$ cat src/rtl/param_delay_timer.sv
// param_delay_timer
//   Programmable delay timer with one-shot and auto-reload modes.
//   Start latches Terminal/Periodic and begins counting ticks from 0. Done
//   rises T+1 ticks after the Start edge for a latched terminal T.
//
// Configuration macro:
//   DELAY_TIMER_PRESCALE_EN  when defined, a tick is every PRESCALE clocks
//                            while running; otherwise every running clock
//                            is a tick and PRESCALE is unused.
//
// Parameters:
//   WIDTH     counter / terminal width in bits
//   PRESCALE  clock cycles per tick (only with DELAY_TIMER_PRESCALE_EN)
//
// Ports:
//   ClockIn    in   single clock, all state on rising edge
//   Reset      in   asynchronous, active-high reset
//   Enable     in   run permission; low clears to IDLE synchronously
//   Start      in   single-cycle request: load Terminal/Periodic, begin
//   Periodic   in   0 = one-shot, 1 = auto-reload; sampled with Start
//   Terminal   in   terminal count; sampled with Start
//   Count      out  current count value
//   Busy       out  high while in RUN
//   Done       out  expiry: level in one-shot, one-clock pulse in periodic
//   dbg_state  out  current FSM state (IDLE=0, RUN=1, EXPIRED=2)
//
// Handshake: Start is a fire-and-forget request with no ready; it is
// accepted on any rising edge where Enable=1 and the timer is out of reset
// for at least one edge. Done carries no acknowledge; in one-shot it stays
// high until the next accepted Start or Enable=0.
module param_delay_timer #(
  parameter int WIDTH    = 11,
  parameter int PRESCALE = 1000
) (
  input  logic             ClockIn,
  input  logic             Reset,
  input  logic             Enable,
  input  logic             Start,
  input  logic             Periodic,
  input  logic [WIDTH-1:0] Terminal,
  output logic [WIDTH-1:0] Count,
  output logic             Busy,
  output logic             Done,
  output logic [1:0]       dbg_state
);

  localparam logic [1:0] S_IDLE    = 2'd0;
  localparam logic [1:0] S_RUN     = 2'd1;
  localparam logic [1:0] S_EXPIRED = 2'd2;

  if (PRESCALE < 1) begin : g_bad_prescale
    $error("param_delay_timer: PRESCALE must be at least 1");
  end

  logic [1:0]       state;
  logic [WIDTH-1:0] count_q;
  logic [WIDTH-1:0] term_q;
  logic             periodic_q;
  logic             done_q;
  logic             armed;
  logic             tick;
  logic             start_ok;

  // armed is low until the first edge after Reset releases, so a Start
  // coinciding with the reset-release edge is not taken.
  assign start_ok = Start && armed;

`ifdef DELAY_TIMER_PRESCALE_EN
  localparam int PW = (PRESCALE > 1) ? $clog2(PRESCALE) : 1;
  localparam logic [PW-1:0] PS_LAST = PW'(PRESCALE - 1);

  logic [PW-1:0] psc;

  assign tick = (psc == PS_LAST);

  // Prescaler only advances in RUN; it is zeroed by every clear or restart,
  // and it wraps to 0 on the tick edge, so it is 0 whenever RUN is left.
  always_ff @(posedge ClockIn or posedge Reset) begin
    if (Reset) begin
      psc <= '0;
    end else if (!Enable || start_ok) begin
      psc <= '0;
    end else if (state == S_RUN) begin
      psc <= tick ? '0 : psc + PW'(1);
    end
  end
`else
  assign tick = 1'b1;
`endif

  always_ff @(posedge ClockIn or posedge Reset) begin
    if (Reset) begin
      state      <= S_IDLE;
      count_q    <= '0;
      term_q     <= '0;
      periodic_q <= 1'b0;
      done_q     <= 1'b0;
      armed      <= 1'b0;
    end else begin
      armed <= 1'b1;
      if (!Enable) begin
        // Enable low wins over everything, Start included.
        state   <= S_IDLE;
        count_q <= '0;
        done_q  <= 1'b0;
      end else if (start_ok) begin
        // Restart from any state; an aborted interval never pulses Done.
        term_q     <= Terminal;
        periodic_q <= Periodic;
        count_q    <= '0;
        done_q     <= 1'b0;
        state      <= S_RUN;
      end else begin
        case (state)
          S_RUN: begin
            done_q <= 1'b0;
            if (tick) begin
              if (count_q == term_q) begin
                done_q <= 1'b1;
                if (periodic_q) begin
                  count_q <= '0;
                end else begin
                  // Count freezes at the terminal value.
                  state <= S_EXPIRED;
                end
              end else begin
                // count_q < term_q here, so this never wraps.
                count_q <= count_q + WIDTH'(1);
              end
            end
          end
          S_EXPIRED: begin
            done_q <= 1'b1;
          end
          S_IDLE: begin
            done_q <= 1'b0;
          end
          default: begin
            state   <= S_IDLE;
            count_q <= '0;
            done_q  <= 1'b0;
          end
        endcase
      end
    end
  end

  assign Count     = count_q;
  assign Busy      = (state == S_RUN);
  assign Done      = done_q;
  assign dbg_state = state;

endmodule

$ cat config.mk
export PLATFORM = sky130hd
export DESIGN_NAME = param_delay_timer
export DESIGN_NICKNAME = d
export VERILOG_FILES = /design/src/rtl/param_delay_timer.sv
export SDC_FILE = /design/constraint.sdc
export NUM_CORES = 1
export LEC_CHECK = 0
export CAP_MARGIN = 0
export CORE_ASPECT_RATIO = 2
export CORE_MARGIN = 10
export CORE_UTILIZATION = 50
export DETAILED_ROUTE_END_ITERATION = 6
export GPL_TIMING_DRIVEN = 0
export HOLD_SLACK_MARGIN = 0.15
export PLACE_DENSITY = 0.79
export SLEW_MARGIN = 20
export SYNTH_ARGS = -nofsm -noshare
export SYNTH_HDL_FRONTEND = slang
export SYNTH_SLANG_ARGS = --single-unit
$ cat constraint.sdc
create_clock -name ClockIn -period 3.15 [get_ports ClockIn]
set_input_delay 0.4725 -clock ClockIn [delete_from_list [all_inputs] [get_ports ClockIn]]
set_output_delay 0.4725 -clock ClockIn [all_outputs]
set_load 0.1 [all_outputs]
[Word-level counts from Yosys, hierarchy flattened]
Cells that the tools add are included.
Cells by class
  add/subtract/negate cells: 1
  eq/ne operators: 7
  multiplexer cells: 14
  reduce and logical (&&, ||, !) cells: 6
Operator list (count)
  11-bit two-way mux: 4
  11-bit case mux with 2 select lines: 1
  11-bit by 1-bit adder with 11-bit output, second input constant: 1
  11-bit == test: 1
  2-bit two-way mux: 4
  5-bit != test, second input constant: 1
  4-bit by 2-bit != test with 1-bit output, second input constant: 1
  4-bit by 3-bit != test with 1-bit output, second input constant: 1
  2-bit case mux with 2 select lines: 1
  2-bit AND reduction: 2
  1-bit two-way mux: 3
  3-bit by 2-bit != test with 1-bit output, second input constant: 1
  3-bit AND reduction: 1
  2-bit by 1-bit == test with 1-bit output, second input constant: 1
  2-bit == test, second input constant: 1
  2-bit logical NOT: 1
  1-bit case mux with 2 select lines: 1
  2-bit OR reduction: 1
  1-bit logical AND: 1
Storage, ports and cells
  flip-flop bits (word level): 27
  logic and storage cells: 34

[Depth between registers and ports, before layout]
Gate-level depths: netlist of run 1.
  word-level depth: 5
  mapped depth: 8
  depth with buffers taken out: 7

[Worst setup path before layout of run 1]
No wires, ideal clock.
  path kind: register -> register
  from: register state[0], in the netlist dbg_state[0]
  to: register count_q[7], in the netlist Count[7]
  arrival: 2893 ps
  required time: 3065 ps
  path slack: 172 ps
  cell stages (with the launch flop): 6
  buffers on the path: 0
  path through: dfrtp_1 > ha_1 > nand3_1 > nor2_1 > a41oi_1 > a31oi_1
Between the ends
  elaborated cells between the ends (all ways): 10
  classes of those cells: eq/ne: 4; mux: 3; reduce/logical: 3
RTL lines
  from (decl): RTL line 55  | logic [1:0] state;
  from (signal assigned): RTL line 93  | state <= S_IDLE;
  from (signal assigned): RTL line 103  | state <= S_IDLE;
  from (signal assigned): RTL line 112  | state <= S_RUN;
  2-bit by 1-bit == test with 1-bit output *
  named net Busy: RTL line 42  | output logic Busy,
  11-bit case mux with 2 select lines: RTL line 114  | case (state)
  11-bit two-way mux: RTL line 106  | end else if (start_ok) begin
  11-bit two-way mux: RTL line 101  | if (!Enable) begin
  to (signal assigned): RTL line 128  | count_q <= count_q + WIDTH'(1);
  to (decl): RTL line 56  | logic [WIDTH-1:0] count_q;
The timed path passes the listed nets; every way through them passes the cells marked *.
A chain may end at the register's enable or synchronous reset.

[Final worst setup path of run 1]
  from: register state[1], in the netlist dbg_state[1]
  to: output Busy
Between the ends
  word-level cells in the longest chain between the ends: 1
Ends and longest elaborated chain
  2-bit by 1-bit == test with 1-bit output: RTL line 149  | assign Busy = (state == S_RUN);
  to (decl): RTL line 42
No other way between the ends.

==> results of run 1 <==
## cells in the mapped netlist (3+ instances only)
cell / n
sky130_fd_sc_hd__nand3_1: 7
sky130_fd_sc_hd__xor2_1: 11
sky130_fd_sc_hd__nand2_1: 11
sky130_fd_sc_hd__a22oi_1: 5
sky130_fd_sc_hd__mux2_2: 12
sky130_fd_sc_hd__dfrtp_1: 27
sky130_fd_sc_hd__nor2_1: 5
sky130_fd_sc_hd__nor4_1: 3
sky130_fd_sc_hd__inv_1: 6
sky130_fd_sc_hd__mux2i_1: 3
sky130_fd_sc_hd__and3_1: 5
sky130_fd_sc_hd__ha_1: 4
sky130_fd_sc_hd__o21ai_1: 6
sky130_fd_sc_hd__a31oi_1: 5
## power by group
part           leakage, nW  total [mW]  internal [mW]  switching [mW]
registers            0.348       0.419          0.383          0.0367
clock network       0.0228       0.198         0.0907           0.108
logic                0.445       0.228         0.0853           0.142
## how the worst max path moves through the flow
stage | from | end | slack [ns] | cells past startpoint
final | dbg_state[1] | Busy | 0.41 | 3
after global placement | Enable | Count[6] | 0.67 | 7
after detailed placement | Enable | Count[10] | 0.53 | 7
after floorplan | dbg_state[0] | Count[7] | 0.17 | 5
after CTS | dbg_state[1] | Busy | 0.42 | 3
after global routing | dbg_state[1] | Busy | 0.33 | 3
## per-stage QoR
stage | worst slack, ns | instance area [sq um] | cells
4_1_cts | 0.419 | 1940 | 208
5_1_grt | 0.332 | 1940 | 208
2_1_floorplan | 0.172 | 1560 | 144
3_3_place_gp | 0.674 | 1900 | 204
3_5_place_dp | 0.527 | 1900 | 204
6_report | 0.413 | 1940 | 208
## registers in the layout (all words and copies together), names as in the netlist
name / count
dbg_state: 2
term_q: 11
Count: 11
periodic_q: 1
armed: 1
Done: 1
## per-layer routing
layer / routed length [um] / vias to the layer above
met4: 144 / 0
met3: 179 / 13
met2: 2220 / 44
met1: 1440 / 669
li1: - / 603
met5: 0 / -
## kinds of logic (layout without fill, tap and decap cells)
| kind of cell | count (synthesis) | count (layout) | synth area share |
|---|---|---|---|
| AOI/OAI and AO/OA | 29 | 29 | 0.135 |
| DFF | 27 | 27 | 0.433 |
| buffers and inverters | 11 | 45 | 0.0320 |
| adders and majority gates | 4 | 4 | 0.0321 |
| other | 1 | 1 | 0.00240 |
| muxes | 18 | 18 | 0.130 |
| xor gates and xnor gates | 11 | 11 | 0.0617 |
| and+or+nand+nor | 43 | 43 | 0.175 |
## final cells by class
class	count	area [sq um]
clock buffers	4	45.0
inverters	6	22.5
fillers	248	1030
plain buffers	5	27.5
flip-flops and latches	27	676
well taps	30	37.5
multi-input cells	106	836
repair buffers	30	300
==> impl_summary.txt, run 1 <==
----------------------------------------------------
[Outcome]
  Run status ... finished clean

[Global route]
  First-pass GRT wire length ... between 6000 and 7000 um
  Maximum number of pins on one net before global-route repair ... 28
  Gr usage total ... 0.138
  Met3 global-route usage ... 0.0257
  Most used routing layer ... met2
  Global routing met2 resource utilization ... 0.245
  Antenna violations before repair ... 0
  Met1 layer usage reported by global route ... 0.148
  Residual overflow from global routing ... 0
  Number of global-route vias before repair ... roughly 1400

[Timing]
  Transition time at the pin with the least slew margin ... between 0.9 and 1 ns
  Count of final setup violators ... 0
  F_max ... about 370 MHz
  Tmin final ... 2.74 ns
  Number of slew-limit violations in the final report ... 0
  Min Hold Slack ... 0.534 ns
  Final period util ... 0.869
  TNS Setup ... 0 ns
  Final hold violations ... 0
  Setup repair after global routing missed its margin ... no
  Worst clock skew ... 0.00285 ns
  Headroom to the max-slew limit ... 0.334

[Final layout]
  Number of diodes ... 0
  Net total in the final layout ... 199
  Final Core Density ... 0.653
  Most common cell after layout, fill and taps aside ... sky130_fd_sc_hd__clkdlybuf4s50_1
  Most frequent cells in the layout ... sky130_fd_sc_hd__clkdlybuf4s50_1 (30), sky130_fd_sc_hd__dfrtp_1 (27), sky130_fd_sc_hd__mux2_2 (12), sky130_fd_sc_hd__xor2_1 (11), sky130_fd_sc_hd__nand2_1 (11)
  Growth of design area from synthesis to finish ... 24.5%
  Fraction of final layout cells sized beyond drive strength 1 ... 0.140

[Power and ir drop]
  Total leakage power ... around 0.82 nW
  Largest vdd supply drop ... 0.000330 V
  Pwr Total ... 845 uW
  Cell area power density ... 435 nW/um^2

[Setup path]
  Critical R2R Capture ... Count[6]
  Delay of the slowest cell on the worst path ... between 1 and 1.5 ns
  Worst Path Buf+Inv ... 2
  Startpoint of the worst register-to-register path ... dbg_state[0]
  Critical path launch point type ... register
  Worst r2r path cells ... 8
  R2R setup slack ... 0.99 ns
  Largest delay share family, worst path ... buffers and inverters
  Cell breakdown of the critical path ... inv_1 > ha_1 > clkdlybuf4s50_1
  Slowest CP cell ... sky130_fd_sc_hd__clkdlybuf4s50_1
  Critical path start-end classification ... reg2out
  Maximum fanout count along the critical path ... 6
  Endpoint type of the worst setup path ... output pin
  Data arrival time of the critical path ... 2.26 ns
  WP data required ... 2.68 ns

[Synthesis]
  Gate count of the mapped netlist ... about 140
  Post-synth design cell area ... 1560 sq um
  Proportion of netlist area held by the largest area contributor ... 0.433
  Count of cell types in the netlist ... 40
  Number of synthesis warnings ... 0
  Portion of the post-synthesis area used by sequential elements ... 0.433
  Largest cells by area after synthesis ... sky130_fd_sc_hd__dfrtp_1 (43%), sky130_fd_sc_hd__mux2_2 (8.7%), sky130_fd_sc_hd__xor2_1 (6.2%)
  Total of flip-flops plus latches after synthesis ... 27
  EDFF count, synth ... 0
  Ys flop type ... sky130_fd_sc_hd__dfrtp_1
  Async set or reset register ratio after synthesis ... 1.00
  Library cell occupying the most area in the post-synthesis netlist ... sky130_fd_sc_hd__dfrtp_1
  Syn Area/Cell ... 10.8 sq um
  Syn_nets ... 164

[Job]
  # Max-Cap Violations ... 0

[Place]
  I/O Buffers ... 30
  Final weighted congestion in routability-driven placement ... 0.869
  Detailed Place HPWL ... 3110 um

[Routing]
  1st-pass router iterations ... 4
  Wire length per cell after detailed routing ... 19.1 um
  Via/cell ratio ... 6.39
  Antenna-violating nets left ... 0
  Total Routed Length ... 3980 um
  DRC violations left ... 0
  Routed via count ... 1329
  DRC violation total after the first TritonRoute iteration ... 43

[Clocking]
  Total CTS buffers ... 3
  CTS H-Tree Depth ... 1
  Count of hold buffers inserted by post-cts repair ... 0
  Sinks on Clock Net ... 27
  Clock tree from TritonCTS ... built
  Clock latency at the later pin of the worst-skew pair ... 0.27 ns
  Buffers inserted during post-CTS setup optimization ... 0
  Clock tree root buffer cell ... sky130_fd_sc_hd__clkbuf_8
  Clock-pin slew reported for the worst setup and hold paths after clock tree synthesis ... approximately 0.090 ns
  Resized Gates After CTS ... 0
  Clock Path Buffers ... 2

[Floorplan]
  Die area ... 5890 sq um
  Die Width ... 59.5 um
  Area of the placeable core ... just under 3000 sq um
  Row count ... 28
  Effective utilization at floorplan ... 0.524
  I/O pin count ... 31
  Chip Height ... between 90 and 100 um

[Min path]
  Class of the tightest hold or removal check ... reg2reg
  Min-Delay Path Depth ... 1
  Critical hold path startpoint ... term_q[10]
  Hold Crit Endpoint ... term_q[10]

----------------------------------------------------
Note: power is estimated with default switching activity, not from simulation.
==> inputs of run 2 (changes only) <==
CORE_ASPECT_RATIO = default   (was 2)
==> run 2 against run 1 <==
Net effect:
- clock skew grew 0.0052 ns
- largest power group unchanged
- critical path depth is the same
- cell count grew 6.7%
- power shrank 5.8%
- register-to-register slack gained 0.16 ns
- critical path type unchanged
- fmax shrank 3.0%
- via count shrank 0.98%
==> impl_summary.txt, run 2 (synthesized netlist as in run 1, its figures left out) <==
----------------------------------------------------
[Setup path]
  Delay of the slowest cell on the worst path ... 1.17 ns (about the same)
  Slowest CP cell ... sky130_fd_sc_hd__clkdlybuf4s50_1 (unchanged)
  Data arrival time of the critical path ... 2.35 ns (was 2.26 ns)
  Largest delay share family, worst path ... buffers and inverters (unchanged)
  Worst Path Buf+Inv ... 2 (unchanged)
  Critical path launch point type ... register (unchanged)
  Endpoint type of the worst setup path ... output pin (unchanged)
  Cell breakdown of the critical path ... inv_1 > ha_1 > clkdlybuf4s50_1 (unchanged)
  Maximum fanout count along the critical path ... 6 (unchanged)
  R2R setup slack ... 1.15 ns (was 0.99 ns)
  Critical path start-end classification ... reg2out (unchanged)
  WP data required ... 2.68 ns (about the same)

[Timing]
  Count of final setup violators ... 0 (unchanged)
  F_max ... 354 MHz (was 365 MHz)
  Min Hold Slack ... 0.536 ns (was 0.534 ns)
  Worst clock skew ... 0.00802 ns (was 0.00285 ns)
  Setup repair after global routing missed its margin ... no (unchanged)
  Final hold violations ... 0 (unchanged)
  Headroom to the max-slew limit ... 0.340 (was 0.334)
  Tmin final ... 2.82 ns (was 2.74 ns)
  TNS Setup ... 0 ns (unchanged)
  Final period util ... 0.896 (was 0.869)
  Number of slew-limit violations in the final report ... 0 (unchanged)
  Transition time at the pin with the least slew margin ... 0.987 ns (was 0.993 ns)

[Place]
  Detailed Place HPWL ... 2990 um (was 3110 um)
  Instance area at placement ... 1920 sq um (was 1900 sq um)
  I/O Buffers ... 30 (unchanged)
  Final weighted congestion in routability-driven placement ... 0.979 (was 0.869)

[Min path]
  Class of the tightest hold or removal check ... in2async (was reg2reg)

[Routing]
  Total Routed Length ... 3910 um (was 3980 um)
  1st-pass router iterations ... 4 (unchanged)
  DRC violation total after the first TritonRoute iteration ... 141 (was 43)
  Routed via count ... 1316 (was 1329)
  Antenna-violating nets left ... 0 (unchanged)
  Wire length per cell after detailed routing ... 17.6 um (was 19.1 um)
  Via/cell ratio ... 5.93 (was 6.39)
  DRC violations left ... 0 (unchanged)

[Floorplan]
  Effective utilization at floorplan ... 0.516 (was 0.524)
  I/O pin count ... 31 (unchanged)
  Row count ... 20 (was 28)
  Area of the placeable core ... 3030 sq um (was 2980 sq um)
  Die Width ... 75.9 um (was 59.5 um)
  Die area ... 5760 sq um (was 5890 sq um)
  Chip Height ... 75.9 um (was 99.0 um)

[Final layout]
  Net total in the final layout ... 199 (unchanged)
  Number of diodes ... 0 (unchanged)
  Most common cell after layout, fill and taps aside ... sky130_fd_sc_hd__clkdlybuf4s50_1 (unchanged)
  Final Instance Area ... 1940 sq um (about the same)
  Most frequent cells in the layout ... sky130_fd_sc_hd__clkdlybuf4s50_1 (30), sky130_fd_sc_hd__dfrtp_1 (27), sky130_fd_sc_hd__mux2_2 (12), sky130_fd_sc_hd__xor2_1 (11), sky130_fd_sc_hd__nand2_1 (11) (unchanged)
  Growth of design area from synthesis to finish ... 24.4% (was 24.5%)
  Fraction of final layout cells sized beyond drive strength 1 ... 0.140 (unchanged)

[Job]
  # Max-Cap Violations ... 0 (unchanged)

[Global route]
  Number of global-route vias before repair ... 1397 (was 1395)
  Maximum number of pins on one net before global-route repair ... 28 (unchanged)
  Global routing met2 resource utilization ... 0.256 (was 0.245)
  Residual overflow from global routing ... 0 (unchanged)
  Antenna violations before repair ... 0 (unchanged)
  Most used routing layer ... met2 (unchanged)
  Met3 global-route usage ... 0.0273 (was 0.0257)
  Gr usage total ... 0.145 (was 0.138)
  First-pass GRT wire length ... 6550 um (was 6680 um)
  Met1 layer usage reported by global route ... 0.170 (was 0.148)

[Clocking]
  Clock tree root buffer cell ... sky130_fd_sc_hd__clkbuf_4 (was sky130_fd_sc_hd__clkbuf_8)
  Clock latency at the later pin of the worst-skew pair ... 0.33 ns (was 0.27 ns)
  CTS H-Tree Depth ... 1 (unchanged)
  Clock Path Buffers ... 2 (unchanged)
  Buffers inserted during post-CTS setup optimization ... 0 (unchanged)
  Total CTS buffers ... 3 (unchanged)
  Resized Gates After CTS ... 0 (unchanged)
  Clock tree from TritonCTS ... built (unchanged)
  Sinks on Clock Net ... 27 (unchanged)
  Count of hold buffers inserted by post-cts repair ... 0 (unchanged)
  Clock-pin slew reported for the worst setup and hold paths after clock tree synthesis ... 0.15 ns (was 0.09 ns)

[Power and ir drop]
  Largest vdd supply drop ... 0.000274 V (was 0.000330 V)
  Total leakage power ... 0.807 nW (was 0.815 nW)
  Cell area power density ... 410 nW/um^2 (was 435 nW/um^2)

[Outcome]
  Run status ... finished clean (unchanged)

----------------------------------------------------
## run 2: changes by cell type in the layout (fill, tap and decap cells not counted)
cell,change
sky130_fd_sc_hd__clkbuf_8,-3
sky130_fd_sc_hd__clkbuf_4,+3
## run 2: stage by stage
| step | power (mW) | instances | setup WS, ns | utilization |
|---|---|---|---|---|
| global route | 0.835 | 222 | 0.234 | 0.642 |
| CTS | 0.800 | 222 | 0.320 | 0.642 |
| detailed placement | 0.651 | 218 | 0.686 | 0.633 |
| global placement | 0.640 | 218 | 0.737 | 0.633 |
| floorplan | 0.584 | 144 | 0.172 | - |
| finish | 0.796 | 222 | 0.328 | 0.642 |
## run 2: where the power goes
| part | switching (mW) | leakage, nW | internal (mW) |
|---|---|---|---|
| Combinational | 0.138 | 0.445 | 0.0852 |
| Clock | 0.103 | 0.0150 | 0.0496 |
| Sequential | 0.0370 | 0.348 | 0.383 |
| Total | 0.278 | 0.807 | 0.518 |
## run 2: cell type report
type | instances | area (sq um)
Timing Repair Buffer | 30 | 300
Multi-Input combinational cell | 106 | 836
Buffer | 5 | 27.5
Fill cell | 250 | 1080
Clock buffer | 4 | 26.3
Sequential cell | 27 | 676
Tap cell | 44 | 55.1
Inverter | 6 | 22.5
## run 2: worst paths after layout
path	start	to	cells past startpoint
setup / recovery	dbg_state[1]	Busy	3
hold / removal	Reset	Count[4]	2
setup reg to reg	dbg_state[0]	Count[10]	8
hold reg to reg	term_q[10]	term_q[10]	1
max in group asynchronous	Reset	Count[3]	2
min in group ClockIn	term_q[10]	term_q[10]	1
## run 2: routing by layer
layer / up-vias / wire (um)
li1: 602 / -
met1: 643 / 1460
met2: 61 / 2040
met3: 10 / 329
met4: 0 / 72
met5: - / 0
==> inputs of run 3 (changes only) <==
CORE_UTILIZATION = 46   (was 50)
PLACE_DENSITY = 0.76   (was 0.79)
clock period = 2.3 ns   (was 3.15 ns; I/O delays follow)
==> run 3 against run 2 <==
Net effect:
- routed wire length fell by 12%
- sequential power rose by 36%
- utilization fell by 4.5 points
- global-route usage fell by 3.6 points
- clock skew fell by 0.0037 ns
- power rose by 34%
- non-clock buffer count did not move
- final area rose by 1.6%
- worst hold slack improved by 0.0060 ns
- critical endpoint is now dbg_state[1]
- largest cell class unchanged
==> impl_summary.txt, run 3 (synthesized netlist as in run 1, its figures left out) <==
----------------------------------------------------
[Outcome]
  Run status ... finished clean (unchanged)

[Power and ir drop]
  Largest vdd supply drop ... 0.000344 V (was 0.000274 V)
  Clock share of power ... 0.185 (was 0.192)
  Switching part of the total power ... 0.340 (was 0.350)
  Combinational Power Share ... 0.278 (was 0.280)
  Net Switching ... 362 uW (was 278 uW)
  Total leakage power ... 0.950 nW (was 0.807 nW)
  Proportion of power drawn by flip-flops and latches ... 0.537 (was 0.527)
  Internal portion of total power ... 704 uW (was 518 uW)
  Cell area power density ... 540 nW/um^2 (was 410 nW/um^2)

[Place]
  Final weighted congestion in routability-driven placement ... 0.902 (was 0.979)
  Dpl ws ... -0.0139 ns (was 0.686 ns)
  I/O Buffers ... 30 (unchanged)
  Detailed Place HPWL ... 2730 um (was 2990 um)

[Floorplan]
  Chip Height ... 78.3 um (was 75.9 um)
  Die area ... 6120 sq um (was 5760 sq um)
  Effective utilization at floorplan ... 0.472 (was 0.516)
  Row count ... 21 (was 20)
  I/O pin count ... 31 (unchanged)
  Area of the placeable core ... 3310 sq um (was 3030 sq um)
  Die Width ... 78.3 um (was 75.9 um)

[Timing]
  F_max ... 455 MHz
  Fin worst setup slack ... 0.101 ns (was 0.328 ns)
  Headroom to the max-slew limit ... 0.340 (about the same)
  Transition time at the pin with the least slew margin ... 0.990 ns (was 0.987 ns)
  Min Hold Slack ... 0.542 ns (was 0.536 ns)
  Count of final setup violators ... 0 (unchanged)
  Setup repair after global routing missed its margin ... no (unchanged)
  TNS Setup ... 0 ns (unchanged)
  Number of slew-limit violations in the final report ... 0 (unchanged)
  Tmin final ... 2.20 ns
  Worst clock skew ... 0.00437 ns (was 0.00802 ns)
  Final period util ... 0.956
  Final hold violations ... 0 (unchanged)

[Setup path]
  Data arrival time of the critical path ... 1.85 ns (was 2.35 ns)
  Critical path start-end classification ... reg2out (unchanged)
  Slowest CP cell ... sky130_fd_sc_hd__clkdlybuf4s50_1 (unchanged)
  WP data required ... 1.96 ns (was 2.68 ns)
  Startpoint of the worst register-to-register path ... dbg_state[0] (unchanged)
  Largest delay share family, worst path ... buffers and inverters (unchanged)
  Critical path launch point type ... register (unchanged)
  Maximum fanout count along the critical path ... 3 (was 6)
  Timing startpoint of the critical path ... dbg_state[1] (unchanged)
  Cell breakdown of the critical path ... clkdlybuf4s50_1 (was inv_1 > ha_1 > clkdlybuf4s50_1)
  Endpoint type of the worst setup path ... output pin (unchanged)
  Worst Path Buf+Inv ... 1 (was 2)
  Delay of the slowest cell on the worst path ... 1.13 ns (was 1.17 ns)

[Clocking]
  Clock tree from TritonCTS ... built (unchanged)
  Clock tree root buffer cell ... sky130_fd_sc_hd__clkbuf_4 (unchanged)
  Total CTS buffers ... 3 (unchanged)
  Clock Path Buffers ... 2 (unchanged)
  Clock-pin slew reported for the worst setup and hold paths after clock tree synthesis ... 0.14 ns (was 0.15 ns)
  Count of hold buffers inserted by post-cts repair ... 0 (unchanged)
  Clock latency at the later pin of the worst-skew pair ... 0.31 ns (was 0.33 ns)
  CTS H-Tree Depth ... 1 (unchanged)
  Sinks on Clock Net ... 27 (unchanged)

[Routing]
  Via/cell ratio ... 5.65 (was 5.93)
  Antenna-violating nets left ... 0 (unchanged)
  1st-pass router iterations ... 4 (unchanged)
  Wire length per cell after detailed routing ... 15.4 um (was 17.6 um)
  Routed via count ... 1265 (was 1316)
  Total Routed Length ... 3440 um (was 3910 um)
  DRC violations left ... 0 (unchanged)
  DRC violation total after the first TritonRoute iteration ... 123 (was 141)

[Final layout]
  Final Core Density ... 0.596 (was 0.642)
  Most frequent cells in the layout ... sky130_fd_sc_hd__dfrtp_1 (19), sky130_fd_sc_hd__clkdlybuf4s50_1 (17), sky130_fd_sc_hd__mux2_2 (12), sky130_fd_sc_hd__xor2_1 (11), sky130_fd_sc_hd__nand2_1 (11) (was sky130_fd_sc_hd__clkdlybuf4s50_1 (30), sky130_fd_sc_hd__dfrtp_1 (27), sky130_fd_sc_hd__mux2_2 (12), sky130_fd_sc_hd__xor2_1 (11), sky130_fd_sc_hd__nand2_1 (11))
  Net total in the final layout ... 199 (unchanged)
  Growth of design area from synthesis to finish ... 26.4% (was 24.4%)
  Most common cell after layout, fill and taps aside ... sky130_fd_sc_hd__dfrtp_1 (was sky130_fd_sc_hd__clkdlybuf4s50_1)
  Fraction of final layout cells sized beyond drive strength 1 ... 0.197 (was 0.140)
  Number of diodes ... 0 (unchanged)

[Global route]
  First-pass GRT wire length ... 5700 um (was 6550 um)
  Residual overflow from global routing ... 0 (unchanged)
  Maximum number of pins on one net before global-route repair ... 28 (unchanged)
  Antenna violations before repair ... 0 (unchanged)
  Gr usage total ... 0.110 (was 0.145)
  Number of global-route vias before repair ... 1228 (was 1397)

[Job]
  # Max-Cap Violations ... 0 (unchanged)

[Min path]
  Class of the tightest hold or removal check ... in2async (unchanged)

----------------------------------------------------
## run 3: cell types whose count changed in the layout (fill, tap and decap cells not counted), sizes merged
cell           change
clkbuf             +1
clkdlybuf4s50     -13
dlygate4sd2        +5
inv                +1
dlymetal6s2s       +7
clkinv             -1
## run 3: area by class of cell
class                           instances  area, sq um
Sequential cell                        27          686
Multi-Input combinational cell        106          848
Fill cell                             292         1340
Buffer                                  5         27.5
Timing Repair Buffer                   30          307
Clock buffer                            4         26.3
Inverter                                6         22.5
Tap cell                               46         57.6
## run 3: metal layers
layer	global-route usage	wire, um	vias up
met5	0	0	-
met4	0.0323	56	0
met3	0.0308	202	6
met2	0.184	1710	48
met1	0.133	1480	605
li1	-	-	606
## run 3: worst paths after layout
kind                                end  slack (ns)  cells after the start
max                        dbg_state[1]        0.10                      1
min                               armed        0.54                      2
max reg2reg                   Count[10]        0.30                      8
min reg2reg                   term_q[7]        0.54                      1
max in group asynchronous     Count[10]        1.09                      2
min in group ClockIn          term_q[7]        0.54                      1
## run 3: what timing repair did
action                     in CTS  in global routing
buffers inserted                0                  0
resized for setup               7                  8
cloned                          0                  0
setup endpoints to repair       6                  8
## run 3: per-stage QoR
step / instances / instance area (sq um) / power (mW)
2_1_floorplan: 144 / 1580 / 0.804
6_report: 224 / 1970 / 1.07
3_3_place_gp: 220 / 1940 / 0.879
3_5_place_dp: 220 / 1940 / 0.890
5_1_grt: 224 / 1970 / 1.13
4_1_cts: 224 / 1960 / 1.08
## run 3: power by group through the flow
| stage | Combinational (mW) | Clock, mW | Sequential [mW] |
|---|---|---|---|
| after floorplan | 0.169 | 0 | 0.635 |
| after global placement | 0.299 | 0 | 0.580 |
| after detailed placement | 0.306 | 0 | 0.583 |
| after CTS | 0.302 | 0.207 | 0.573 |
| after global routing | 0.319 | 0.231 | 0.581 |
| final | 0.296 | 0.197 | 0.573 |
